<file path="src/rtl/fir_pkg.sv">
// Shared constants, feeder state encoding and configuration helpers for the
// fir_lane pcm-side feeder.
package fir_pkg;

    localparam int FIR_DATA_W = 16;
    localparam int FIR_ADDR_W = 9;
    localparam int FIR_SEP_W  = 8;
    localparam int CFG_W      = 16;

    typedef enum logic [1:0] {
        ST_IDLE  = 2'd0,
        ST_WRITE = 2'd1,
        ST_GAP   = 2'd2
    } feed_state_e;

    // A zero configuration field behaves as one.
    function automatic logic [CFG_W-1:0] cfg_clamp(input logic [CFG_W-1:0] v);
        return (v == '0) ? CFG_W'(1) : v;
    endfunction

endpackage

</file>
<file path="src/rtl/fir_feed_pacer.sv">
// Write pacer: accepts one sample, writes it into the fir_lane ring, then holds
// off further samples until the configured write spacing has elapsed.
module fir_feed_pacer
    import fir_pkg::*;
#(
    parameter int ADDR_W = FIR_ADDR_W,
    parameter int DATA_W = FIR_DATA_W,
    parameter int SEP_W  = FIR_SEP_W
) (
    input  logic              clk_i,
    input  logic              rst_i,
    input  logic              flush_i,
    input  logic              in_valid_i,
    input  logic [DATA_W-1:0] in_data_i,
    input  logic [SEP_W-1:0]  sep_i,
    output logic              in_ready_o,
    output logic              wr_o,
    output logic [DATA_W-1:0] data_o,
    output logic [ADDR_W-1:0] addr_o
);

    feed_state_e       state_q, state_d;
    logic [SEP_W-1:0]  gap_q, gap_d;
    logic [ADDR_W-1:0] addr_q, addr_d;
    logic [DATA_W-1:0] data_q, data_d;
    logic              restart;
    logic              accept;

    assign restart = rst_i | flush_i;
    assign accept  = in_ready_o & in_valid_i;

    always_ff @(posedge clk_i) begin
        if (restart) begin
            state_q <= ST_IDLE;
            gap_q   <= '0;
            addr_q  <= '0;
            data_q  <= '0;
        end else begin
            state_q <= state_d;
            gap_q   <= gap_d;
            addr_q  <= addr_d;
            data_q  <= data_d;
        end
    end

    // WRITE plus (sep-2) GAP cycles plus the IDLE accept cycle give a spacing of max(sep,2).
    always_comb begin
        state_d = state_q;
        gap_d   = gap_q;
        addr_d  = addr_q;
        data_d  = data_q;
        unique case (state_q)
            ST_IDLE: begin
                if (accept) begin
                    data_d  = in_data_i;
                    state_d = ST_WRITE;
                end
            end
            ST_WRITE: begin
                addr_d = addr_q + ADDR_W'(1);
                if (sep_i > SEP_W'(2)) begin
                    gap_d   = sep_i - SEP_W'(2);
                    state_d = ST_GAP;
                end else begin
                    state_d = ST_IDLE;
                end
            end
            ST_GAP: begin
                if (gap_q <= SEP_W'(1)) begin
                    state_d = ST_IDLE;
                end else begin
                    gap_d = gap_q - SEP_W'(1);
                end
            end
            default: state_d = ST_IDLE;
        endcase
    end

    // A restart request also masks ready so a coincident sample is never taken.
    always_comb begin
        in_ready_o = 1'b0;
        wr_o       = 1'b0;
        case (state_q)
            ST_IDLE:  in_ready_o = ~restart;
            ST_WRITE: wr_o = 1'b1;
            default:  ;
        endcase
    end

    assign data_o = data_q;
    assign addr_o = addr_q;

endmodule

</file>
<file path="src/rtl/fir_lane_feeder.sv">
// pcm-side front end for fir_lane: paced ring writes, decimated fir_start
// generation and warm-up-gated capture of the filtered result.
module fir_lane_feeder
    import fir_pkg::*;
#(
    parameter int ADDR_W = FIR_ADDR_W,
    parameter int DATA_W = FIR_DATA_W,
    parameter int SEP_W  = FIR_SEP_W
) (
    input  logic              pcm_clk,
    input  logic              rst,
    input  logic              in_valid,
    input  logic [DATA_W-1:0] in_data,
    output logic              in_ready,
    input  logic              flush,
    input  logic [SEP_W-1:0]  cfg_sep,
    input  logic [3:0]        cfg_downsample,
    input  logic [7:0]        cfg_tap_len,
    output logic              pcm_in_wr,
    output logic [DATA_W-1:0] pcm_in,
    output logic [ADDR_W-1:0] pcm_in_address,
    output logic              fir_start,
    input  logic [DATA_W-1:0] pcm_out,
    output logic              out_valid,
    output logic [DATA_W-1:0] out_data
);

    logic              restart;
    logic              wr;
    logic [SEP_W-1:0]  sep_q;
    logic [3:0]        ds_q;
    logic [7:0]        tap_q;
    logic [3:0]        phase_q, phase_d;
    logic [7:0]        warm_q, warm_d;
    logic              pending_q, pending_d;
    logic              out_valid_q, out_valid_d;
    logic [DATA_W-1:0] out_data_q, out_data_d;
    logic [4:0]        phase_inc;
    logic [8:0]        warm_inc;
    logic              start;
    logic              primed;

    assign restart = rst | flush;

    fir_feed_pacer #(
        .ADDR_W (ADDR_W),
        .DATA_W (DATA_W),
        .SEP_W  (SEP_W)
    ) u_pacer (
        .clk_i      (pcm_clk),
        .rst_i      (rst),
        .flush_i    (flush),
        .in_valid_i (in_valid),
        .in_data_i  (in_data),
        .sep_i      (sep_q),
        .in_ready_o (in_ready),
        .wr_o       (wr),
        .data_o     (pcm_in),
        .addr_o     (pcm_in_address)
    );

    // Configuration is only sampled on a restart so live cfg_* edits are ignored.
    always_ff @(posedge pcm_clk) begin
        if (restart) begin
            sep_q <= SEP_W'(cfg_clamp(CFG_W'(cfg_sep)));
            ds_q  <= 4'(cfg_clamp(CFG_W'(cfg_downsample)));
            tap_q <= 8'(cfg_clamp(CFG_W'(cfg_tap_len)));
        end
    end

    assign phase_inc = {1'b0, phase_q} + 5'd1;
    assign warm_inc  = {1'b0, warm_q} + 9'd1;
    assign start     = wr & (phase_inc == {1'b0, ds_q});
    assign primed    = warm_inc >= {1'b0, tap_q};

    // pcm_out still holds the previous start's result until this start is taken.
    always_comb begin
        phase_d     = phase_q;
        warm_d      = warm_q;
        pending_d   = pending_q;
        out_valid_d = 1'b0;
        out_data_d  = out_data_q;
        if (wr) begin
            phase_d = start ? 4'd0 : phase_inc[3:0];
            warm_d  = primed ? tap_q : warm_inc[7:0];
        end
        if (start) begin
            pending_d = primed;
            if (pending_q) begin
                out_valid_d = 1'b1;
                out_data_d  = pcm_out;
            end
        end
    end

    always_ff @(posedge pcm_clk) begin
        if (restart) begin
            phase_q     <= '0;
            warm_q      <= '0;
            pending_q   <= 1'b0;
            out_valid_q <= 1'b0;
            out_data_q  <= '0;
        end else begin
            phase_q     <= phase_d;
            warm_q      <= warm_d;
            pending_q   <= pending_d;
            out_valid_q <= out_valid_d;
            out_data_q  <= out_data_d;
        end
    end

    assign pcm_in_wr = wr;
    assign fir_start = start;
    assign out_valid = out_valid_q;
    assign out_data  = out_data_q;

endmodule
</file>
<file path="config.mk">
export PLATFORM = sky130hd
export DESIGN_NAME = fir_lane_feeder
export DESIGN_NICKNAME = d
export VERILOG_FILES = /design/src/rtl/fir_pkg.sv /design/src/rtl/fir_feed_pacer.sv /design/src/rtl/fir_lane_feeder.sv
export SDC_FILE = /design/constraint.sdc
export NUM_CORES = 1
export LEC_CHECK = 0
export CORE_ASPECT_RATIO = 1.5
export CORE_MARGIN = 1.5
export CORE_UTILIZATION = 45
export CTS_CLUSTER_DIAMETER = 60
export DETAILED_ROUTE_END_ITERATION = 16
export PLACE_DENSITY = 0.77
export SYNTH_ARGS = -nofsm -noshare
export SYNTH_HDL_FRONTEND = slang
export SYNTH_HIERARCHICAL = 1
export SYNTH_SLANG_ARGS = --single-unit
</file>
<file path="constraint.sdc">
create_clock -name pcm_clk -period 2.6 [get_ports pcm_clk]
set_clock_uncertainty 0.1 [all_clocks]
set_input_delay 0.39 -clock pcm_clk [delete_from_list [all_inputs] [get_ports pcm_clk]]
set_output_delay 0.39 -clock pcm_clk [all_outputs]
set_load 0.02 [all_outputs]
</file>
==> results of run 1 <==
-- where the power goes --
part	leakage, nW	switching, mW	total, mW	internal [mW]
sequential	0.733	0.0341	1.43	1.40
combinational	1.34	0.147	0.314	0.167
clock	0.154	0.501	1.28	0.779
total	2.23	0.682	3.03	2.34
-- worst min-delay path, cell delays in order (launching register included) --
cell     delay [ps]
dfxtp_1         310
nand3_1          60
nand2_1          40
-- stage by stage --
| stage | instances | worst slack (ps) | hold WS (ps) |
|---|---|---|---|
| floorplan | 454 | 1.25 | 345 |
| global placement | 649 | 2.07 | 342 |
| detailed placement | 649 | -87.1 | 347 |
| CTS | 670 | -53.8 | 357 |
| global route | 671 | -170 | 374 |
| finish | 671 | -62.9 | 354 |
-- registers in the layout, summed over array words and instances (netlist names) --
register         flops
out_data            16
u_pacer/data_o      16
u_pacer/addr_o       9
sep_q                8
tap_q                8
u_pacer/gap_q        8
warm_q               8
ds_q                 4
phase_q              4
u_pacer/state_q      2
out_valid            1
pending_q            1
-- timing repair --
item / CTS / global route
resized for setup: 9 / 16
setup buffers: 5 / 3
hold endpoints to repair: 0 / 0
setup endpoints to repair: 9 / 10
hold buffers: 0 / 0
pin swaps: 13 / 7
cloned: 1 / 0
-- layer usage --
layer,up-vias,GRT usage
met1,1636,0.225
met4,0,0.0948
met5,-,0
met3,28,0.0536
met2,121,0.388
li1,1771,-
-- logic make-up after synthesis --
group | Yosys count | share of synthesized area
buf+inv | 54 | 0.0583
mux | 9 | 0.0226
flops | 85 | 0.471
xor+xnor | 23 | 0.0499
simple gates | 186 | 0.221
compound gates | 83 | 0.133
fa+ha+maj | 14 | 0.0434
-- how the worst max path moves through the flow --
stage	slack [ps]	depth (start not counted)	start	endpoint
floorplan	1	12	warm_q[2]$_SDFFE_PP0P_	warm_q[7]$_SDFFE_PP0P_
global placement	2	11	warm_q[0]$_SDFFE_PP0P_	warm_q[7]$_SDFFE_PP0P_
detailed placement	-90	11	warm_q[1]$_SDFFE_PP0P_	warm_q[7]$_SDFFE_PP0P_
CTS	-50	11	warm_q[0]$_SDFFE_PP0P_	warm_q[3]$_SDFFE_PP0P_
global route	-170	14	warm_q[1]$_SDFFE_PP0P_	warm_q[6]$_SDFFE_PP0P_
finish	-60	12	warm_q[0]$_SDFFE_PP0P_	warm_q[0]$_SDFFE_PP0P_
-- cell usage after synthesis, drive strengths merged, types with 5 or more instances --
master  count  area, um^2
nor2       31         116
o21ai      32         171
nand3      41         210
ha         14         175
buf        12        77.6
a21oi      22         110
inv        16        60.1
clkbuf     25        93.8
nor4        5        46.3
nor3       10        66.3
mux2i       8        80.1
edfxtp     20         601
dfxtp      65        1300
xnor2      10        87.6
o22ai       6        37.5
nand2      78         298
xor2       13         114
-- final cells by class --
cell class,instances,area (um^2),share of cell area
Clock buffer,12,289,0.0509
Inverter,17,63.8,0.0112
Timing Repair Buffer,129,1260,0.221
Multi-Input combinational cell,315,2000,0.352
Tap cell,110,138,0.0242
Clock inverter,3,15.0,0.00264
Sequential cell,85,1920,0.338
-- layout by cell type, fill, tap and decap left out, types with 4 or more instances in the layout --
master           count
nor4_1               4
o21ai_1              6
xor2_1              12
ha_1                13
a32o_1               4
dfxtp_1             59
a21oi_1             19
nor3_1               8
inv_1               15
clkbuf_16           11
o21ai_0             23
o22ai_1              6
buf_4               24
nor2_1              28
edfxtp_1            20
mux2i_1              8
clkdlybuf4s50_1     99
nand2_1             75
nand3_1             37
xnor2_1             10
==> flow_metrics.env, run 1 <==
export IMPL_status="finished, violations left"
export IMPL_violations="setup timing"
export IMPL_drc_errors=0
export IMPL_routed_wl_met2_um=5110
export IMPL_drtPass1Iterations=4
export IMPL_track_usage=0.214
export IMPL_nFillCells=681
export IMPL_drt_wirelength_per_cell_um=14.3
export IMPL_cp_required_ps=2720
export IMPL_gp_congestion=0.951
export IMPL_topRoutingLayerUsed="met4"
export IMPL_numPortBuffers=100
export IMPL_drv_slew=0
export IMPL_fin_util=0.647
export IMPL_dieWidth_um=80.3
export IMPL_dp_hpwl_um=6900
export IMPL_synth_async_reset_ratio=0
export IMPL_met3WireLength_um=520
export IMPL_io_pins=101
export IMPL_cpMaxStageDelayCell="dfxtp_4"
export IMPL_wl_met1_um=3670
export IMPL_cts_tree="yes"
export IMPL_grt_ovfl_total=0
export IMPL_hold_end="u_pacer/data_o[6]$_SDFFE_PP0P_"
export IMPL_syn_inst=454
export IMPL_grt_setup_unrepaired="yes"
export IMPL_layout_setup_ws_ps=-62.9
export IMPL_avgSynthCellArea_um2=8.89
export IMPL_crit_arrival_ps=2790
export IMPL_stdcell_area_mm2=0.00568
export IMPL_mappedNetlistArea_mm2=0.00404
export IMPL_fp_coreArea_mm2=0.00878
export IMPL_timing_critical_path_mode_cell="buf_4"
export IMPL_drt_wl_total_um=9610
export IMPL_fmax_mhz=376
export IMPL_r2r_slack_ps=-60
export IMPL_numCtsBuffers=9
export IMPL_cts_root_buffer="clkbuf_16"
export IMPL_relSlewSlack=0.614
export IMPL_crit_type="reg -> reg"
export IMPL_synth_main_ff_cell="dfxtp_1"
export IMPL_antenna_found_initial=0
export IMPL_ys_ff_latch=85
export IMPL_ys_warnings_count=6
export IMPL_synthDistinctLibCells=57
export IMPL_num_nets_final=627
export IMPL_ys_seq_area_frac=0.471
export IMPL_drive_gt1_frac=0.152
export IMPL_r2r_end="warm_q[0]$_SDFFE_PP0P_"
export IMPL_slowest_delay_ps=370
export IMPL_placed_area_mm2=0.00523
export IMPL_cts_htree_levels=3
export IMPL_die_area_mm2=0.00956
export IMPL_syn_num_nets=524
export IMPL_r2r_cells=12
export IMPL_start_util=0.460
export IMPL_grt_max_degree=34
export IMPL_die_y_um=119
export IMPL_diodes=0
export IMPL_area_growth_pct=40.7
export IMPL_setup_tns_final_ps=-171
export IMPL_critPathCaptureType="flop"
export IMPL_peakVddDrop_v=0.000404
export IMPL_crit_chain="nand3_2 -> or2_4 -> nor2_4 -> xor2_2 -> ha_1 -> buf_6 -> a2111oi_4 -> buf_4 -> buf_4 -> buf_16 -> mux2i_1 -> a21oi_1"
export IMPL_min_path_type="reg -> reg"
export IMPL_drv_cap=0
export IMPL_hold_path_cell_count=2
export IMPL_cp_max_fo=5
export IMPL_drtIter0Drc=224
export IMPL_drt_antenna_violating_nets=0
export IMPL_tightestPinTransition_ps=574
export IMPL_cts_buffer_depth=2
export IMPL_p_leak_nw=2.23
export IMPL_grt_first_pass_wirelength_um=15900
export IMPL_clock_sinks=85
export IMPL_cpLargestDelayFamily="buffers and inverters"
export IMPL_clk_pin_slew_ps=60
export IMPL_rows=42
export IMPL_clock_latency_ps=340
export IMPL_setup_viol=5
export IMPL_cp_buffers_inverters=4
export IMPL_min_from="u_pacer/data_o[6]$_SDFFE_PP0P_"
export IMPL_fin_crit_ps=2660
export IMPL_viasPerCell=5.30
export IMPL_rr_startpoint="warm_q[0]$_SDFFE_PP0P_"
export IMPL_cellPowerDensity_mw_per_mm2=533
export IMPL_synth_edf_count=20
export IMPL_hold_viol_final=0
export IMPL_finalCritPeriodShare=1.02
export IMPL_via_count=3556
export IMPL_power_mw=3.03
export IMPL_cp_start_kind="flop"
export IMPL_grt_pass1_vias=3539
Power figures use the tool's default switching activity.
==> run 2: changes to the inputs <==
--- a/config.mk
+++ b/config.mk
@@ -11,6 +11,7 @@
 export CTS_CLUSTER_DIAMETER = 60
 export DETAILED_ROUTE_END_ITERATION = 16
 export PLACE_DENSITY = 0.77
+export RECOVER_POWER = 50
 export SYNTH_ARGS = -nofsm -noshare
 export SYNTH_HDL_FRONTEND = slang
 export SYNTH_HIERARCHICAL = 1
==> run 2 against run 1 <==
Effect of this change: the run still ends with setup timing left; setup slack improved by 0.99 ps; flip-flop and latch count unchanged; final cell count unchanged.
==> flow_metrics.env, run 2 (synthesized netlist as in run 1, its figures left out) <==
export IMPL_status="finished, violations left"
export IMPL_violations="setup timing"
export IMPL_finalCritPeriodShare=1.02
export IMPL_io_pins=101
export IMPL_dieWidth_um=80.3
export IMPL_critPathCaptureType="flop"
export IMPL_clock_latency_ps=340
export IMPL_stdcell_area_mm2=0.00566
export IMPL_antenna_found_initial=0
export IMPL_grt_first_pass_wirelength_um=15900
export IMPL_die_y_um=119
export IMPL_setup_viol=5
export IMPL_crit_type="reg -> reg"
export IMPL_rr_startpoint="warm_q[0]$_SDFFE_PP0P_"
export IMPL_p_leak_nw=2.23
export IMPL_r2r_end="warm_q[0]$_SDFFE_PP0P_"
export IMPL_viasPerCell=5.30
export IMPL_drv_cap=0
export IMPL_cp_depth=12
export IMPL_die_area_mm2=0.00956
export IMPL_track_usage=0.214
export IMPL_hold_viol_final=0
export IMPL_tightestPinTransition_ps=555
export IMPL_grt_ovfl_total=0
export IMPL_cts_htree_levels=3
export IMPL_layout_cells_most_common_list="clkdlybuf4s50_1 (80), nand2_1 (75), dfxtp_1 (59)"
export IMPL_area_growth_pct=40.4
export IMPL_pre_cts_slack_ps=-87.1
export IMPL_hold_path_cell_count=2
export IMPL_min_from="u_pacer/data_o[6]$_SDFFE_PP0P_"
export IMPL_drv_slew=0
export IMPL_drt_wirelength_per_cell_um=14.3
export IMPL_fin_cells=671
export IMPL_drt_antenna_violating_nets=0
export IMPL_relSlewSlack=0.627
export IMPL_drt_wl_total_um=9610
export IMPL_fp_coreArea_mm2=0.00878
export IMPL_cp_start_kind="flop"
export IMPL_grt_setup_unrepaired="yes"
export IMPL_cts_buffer_depth=2
export IMPL_numPortBuffers=100
export IMPL_hold_end="u_pacer/data_o[6]$_SDFFE_PP0P_"
export IMPL_num_nets_final=627
export IMPL_peakVddDrop_v=0.000405
export IMPL_via_count=3559
export IMPL_placed_area_mm2=0.00523
export IMPL_power_mw=3.02
export IMPL_slowest_delay_ps=370
export IMPL_nFillCells=685
export IMPL_start_util=0.460
export IMPL_drc_errors=0
export IMPL_grt_max_degree=34
export IMPL_rows=42
export IMPL_setup_tns_final_ps=-166
export IMPL_drtIter0Drc=214
export IMPL_timing_critical_path_mode_cell="buf_4"
export IMPL_cp_max_fo=5
export IMPL_cts_tree="yes"
export IMPL_fin_crit_ps=2660
export IMPL_gp_congestion=0.951
export IMPL_dp_hpwl_um=6900
export IMPL_crit_arrival_ps=2780
export IMPL_cts_root_buffer="clkbuf_16"
export IMPL_min_path_type="reg -> reg"
export IMPL_drtPass1Iterations=4
export IMPL_layout_setup_ws_ps=-61.9
export IMPL_hold_ws_ps=354
export IMPL_r2r_cells=12
export IMPL_dpl_cell_count=649
export IMPL_diodes=0
export IMPL_clock_sinks=85
export IMPL_numCtsBuffers=9
export IMPL_cp_required_ps=2720
export IMPL_cp_buffers_inverters=4
export IMPL_r2r_slack_ps=-60
export IMPL_cpLargestDelayFamily="buffers and inverters"
export IMPL_startpoint="warm_q[0]$_SDFFE_PP0P_"
export IMPL_final_common_cell="clkdlybuf4s50_1"
export IMPL_crit_chain="nand3_2 -> or2_4 -> nor2_4 -> xor2_2 -> ha_1 -> buf_6 -> a2111oi_4 -> buf_4 -> buf_4 -> buf_16 -> mux2i_1 -> a21oi_1"
export IMPL_cpMaxStageDelayCell="dfxtp_4"
export IMPL_fmax_mhz=376
export IMPL_drive_gt1_frac=0.144
export IMPL_fin_util=0.645
export IMPL_clk_pin_slew_ps=60
export IMPL_cellPowerDensity_mw_per_mm2=533
export IMPL_grt_pass1_vias=3539
==> run 2: cell type report <==
class	count	area, um^2	area share
multi-input cells	315	1980	0.350
repair buffers	129	1260	0.222
inverters	17	63.8	0.0113
flip-flops and latches	85	1920	0.338
clock buffers	12	289	0.0510
well taps	110	138	0.0243
clock inverters	3	15.0	0.00265
==> run 2: how the worst max path moves through the flow <==
stage	end	slack [ps]
6_report	warm_q[0]$_SDFFE_PP0P_	-60
5_1_grt	warm_q[6]$_SDFFE_PP0P_	-170
4_1_cts	warm_q[3]$_SDFFE_PP0P_	-50
3_5_place_dp	warm_q[7]$_SDFFE_PP0P_	-90
3_3_place_gp	warm_q[7]$_SDFFE_PP0P_	2
2_1_floorplan	warm_q[7]$_SDFFE_PP0P_	1
==> run 2: tightest hold or removal path: cells and delay by family, from the launching register on <==
kind / cells / cell delay [ps]
DFF: 1 / 310
and+or+nand+nor: 2 / 100
==> run 2: per-layer routing <==
layer  vias to the layer above  wire, um  GRT usage
li1                       1770         -          -
met1                      1640      3660      0.225
met2                       120      5090      0.388
met3                        29       535     0.0536
met4                         0       316     0.0948
met5                         -         0          0
==> run 2: power by group <==
part,internal [mW],switching [mW],leakage (nW)
Combinational,0.161,0.147,1.35
Clock,0.779,0.502,0.154
Sequential,1.40,0.0339,0.733
==> run 2: repair_timing <==
item,CTS,global route
resized for setup,9,16
hold endpoints to repair,0,0
buffers inserted,5,3
pin swaps,13,7
hold buffers,0,0
gates cloned,1,0
setup endpoints to repair,9,10
==> run 3: changes to the inputs <==
==> constraint.sdc (replaced) <==
create_clock -name pcm_clk -period 2.4 [get_ports pcm_clk]
set_clock_uncertainty 0.1 [all_clocks]
set_input_delay 0.36 -clock pcm_clk [delete_from_list [all_inputs] [get_ports pcm_clk]]
set_output_delay 0.36 -clock pcm_clk [all_outputs]
set_load 0.02 [all_outputs]
==> run 3 against run 2 <==
Effect of this change: the flow still finishes with violations (setup timing); hold slack got worse by 0.61 ps; non-clock buffer count rose by 8; design area increased by 0.29%; critical path type unchanged; critical endpoint is now warm_q[5]$_SDFFE_PP0P_.
==> flow_metrics.env, run 3 (synthesized netlist as in run 1, its figures left out) <==
export IMPL_status="finished, violations left"
export IMPL_violations="setup timing"
export IMPL_cts_tree="yes"
export IMPL_stdcell_area_mm2=0.00568
export IMPL_grt_setup_unrepaired="yes"
export IMPL_diodes=0
export IMPL_r2r_end="warm_q[5]$_SDFFE_PP0P_"
export IMPL_drtPass1Iterations=4
export IMPL_drt_antenna_violating_nets=0
export IMPL_finalCritPeriodShare=1.17
export IMPL_placed_area_mm2=0.00529
export IMPL_viasPerCell=5.28
export IMPL_fin_util=0.647
export IMPL_antenna_found_initial=0
export IMPL_drtIter0Drc=192
export IMPL_fin_crit_ps=2800
export IMPL_slowest_delay_ps=370
export IMPL_crit_type="reg -> reg"
export IMPL_clock_sinks=85
export IMPL_drv_slew=0
export IMPL_min_path_type="reg -> reg"
export IMPL_cp_buffers_inverters=3
export IMPL_die_area_mm2=0.00956
export IMPL_crit_chain="nand3_4 -> or2_4 -> buf_6 -> xnor2_2 -> ha_1 -> nand4_1 -> a21oi_2 -> o31a_1 -> a2111oi_4 -> buf_4 -> buf_6 -> mux2i_1 -> o22ai_1"
export IMPL_timing_critical_path_mode_cell="buf_6"
export IMPL_hold_end="out_data[10]$_SDFFE_PP0P_"
export IMPL_drc_errors=0
export IMPL_clk_pin_slew_ps=60
export IMPL_drt_wirelength_per_cell_um=14.9
export IMPL_num_nets_final=635
export IMPL_via_count=3589
export IMPL_hold_path_cell_count=2
export IMPL_gp_congestion=0.898
export IMPL_clock_latency_ps=340
export IMPL_final_common_cell="clkdlybuf4s50_1"
export IMPL_layout_cells_most_common_list="clkdlybuf4s50_1 (77), nand2_1 (76), dfxtp_1 (60)"
export IMPL_area_growth_pct=40.8
export IMPL_dp_hpwl_um=7090
export IMPL_cpLargestDelayFamily="compound AO/OA/AOI/OAI gates"
export IMPL_numCtsBuffers=9
export IMPL_tightestPinTransition_ps=690
export IMPL_drv_cap=0
export IMPL_crit_arrival_ps=2920
export IMPL_cp_start_kind="flop"
export IMPL_fmax_mhz=357
export IMPL_fp_coreArea_mm2=0.00878
export IMPL_p_leak_nw=2.26
export IMPL_peakVddDrop_v=0.000386
export IMPL_die_y_um=119
export IMPL_track_usage=0.219
export IMPL_hold_viol_final=0
export IMPL_drt_wl_total_um=10100
export IMPL_r2r_slack_ps=-400
export IMPL_rr_startpoint="warm_q[1]$_SDFFE_PP0P_"
export IMPL_layout_setup_ws_ps=-404
export IMPL_drive_gt1_frac=0.154
export IMPL_io_pins=101
export IMPL_relSlewSlack=0.540
export IMPL_grt_first_pass_wirelength_um=16200
export IMPL_cts_root_buffer="clkbuf_16"
export IMPL_critPathCaptureType="flop"
export IMPL_rows=42
export IMPL_grt_pass1_vias=3552
export IMPL_cpMaxStageDelayCell="dfxtp_4"
export IMPL_cellPowerDensity_mw_per_mm2=565
export IMPL_cp_max_fo=5
export IMPL_start_util=0.460
export IMPL_cp_required_ps=2520
export IMPL_min_from="out_data[10]$_SDFFE_PP0P_"
export IMPL_grt_ovfl_total=0
export IMPL_postCtsHoldBufs=0
export IMPL_r2r_cells=13
export IMPL_setup_viol=10
export IMPL_numPortBuffers=100
export IMPL_grt_max_degree=40
export IMPL_cts_buffer_depth=2
export IMPL_cts_htree_levels=3
export IMPL_dieWidth_um=80.3
-- run 3: cell types whose count changed in the layout (fill, tap and decap cells not counted), sizes merged --
cell           delta
inv               +3
clkinv            -1
buf               +7
clkdlybuf4s50     -3
dlygate4sd3       +3
-- run 3: power by group --
group,internal [mW],leakage [nW],switching [mW]
registers,1.51,0.732,0.0378
clock network,0.758,0.147,0.560
logic,0.174,1.38,0.166
total,2.45,2.26,0.763
-- run 3: worst reg2reg max path, cell delays in order, from the launching register on --
cell and delay, ps:
dfxtp_4 370, nand3_4 90, or2_4 270, buf_6 130
xnor2_2 120, ha_1 340, nand4_1 100, a21oi_2 40
o31a_1 150, a2111oi_4 310, buf_4 190, buf_6 130
mux2i_1 220, o22ai_1 120
-- run 3: per-layer routing --
metal / global-route usage / up-vias / part of all wire
met5: 0 / - / 0
met3: 0.0559 / 26 / 0.042
met1: 0.226 / 1670 / 0.37
li1: - / 1786 / -
met4: 0.0959 / 0 / 0.030
met2: 0.402 / 107 / 0.56
-- run 3: how the worst max path moves through the flow --
| stage | from | to | slack (ps) | depth (start not counted) |
|---|---|---|---|---|
| CTS | warm_q[0]$_SDFFE_PP0P_ | warm_q[3]$_SDFFE_PP0P_ | -220 | 13 |
| floorplan | warm_q[0]$_SDFFE_PP0P_ | warm_q[7]$_SDFFE_PP0P_ | -140 | 12 |
| global route | warm_q[1]$_SDFFE_PP0P_ | warm_q[5]$_SDFFE_PP0P_ | -510 | 13 |
| detailed placement | warm_q[1]$_SDFFE_PP0P_ | warm_q[5]$_SDFFE_PP0P_ | -280 | 11 |
| finish | warm_q[1]$_SDFFE_PP0P_ | warm_q[5]$_SDFFE_PP0P_ | -400 | 13 |
| global placement | warm_q[1]$_SDFFE_PP0P_ | warm_q[3]$_SDFFE_PP0P_ | -200 | 11 |
-- run 3: layout make-up --
cell class	count	area (um^2)
Tap cell	110	138
Clock inverter	5	31.3
Multi-Input combinational cell	315	1970
Clock buffer	11	253
Fill cell	730	3100
Timing Repair Buffer	137	1310
Sequential cell	85	1920
Inverter	17	63.8
-- run 3: through the flow --
stage	instances	setup TNS, ps	power, mW	setup WS, ps	hold WS (ps)
final	680	-3150	3.21	-404	353
after floorplan	454	-784	1.75	-142	345
after CTS	676	-1700	3.24	-216	357
after global placement	655	-1390	1.91	-198	343
after global routing	680	-4240	3.33	-505	371
after detailed placement	655	-2130	1.92	-284	347
-- run 3: what timing repair did --
item	4_1_cts	5_1_grt
endpoints found under the setup margin	10	10
pin swaps	6	11
setup buffers	4	4
resized for setup	11	10
gates cloned	1	0
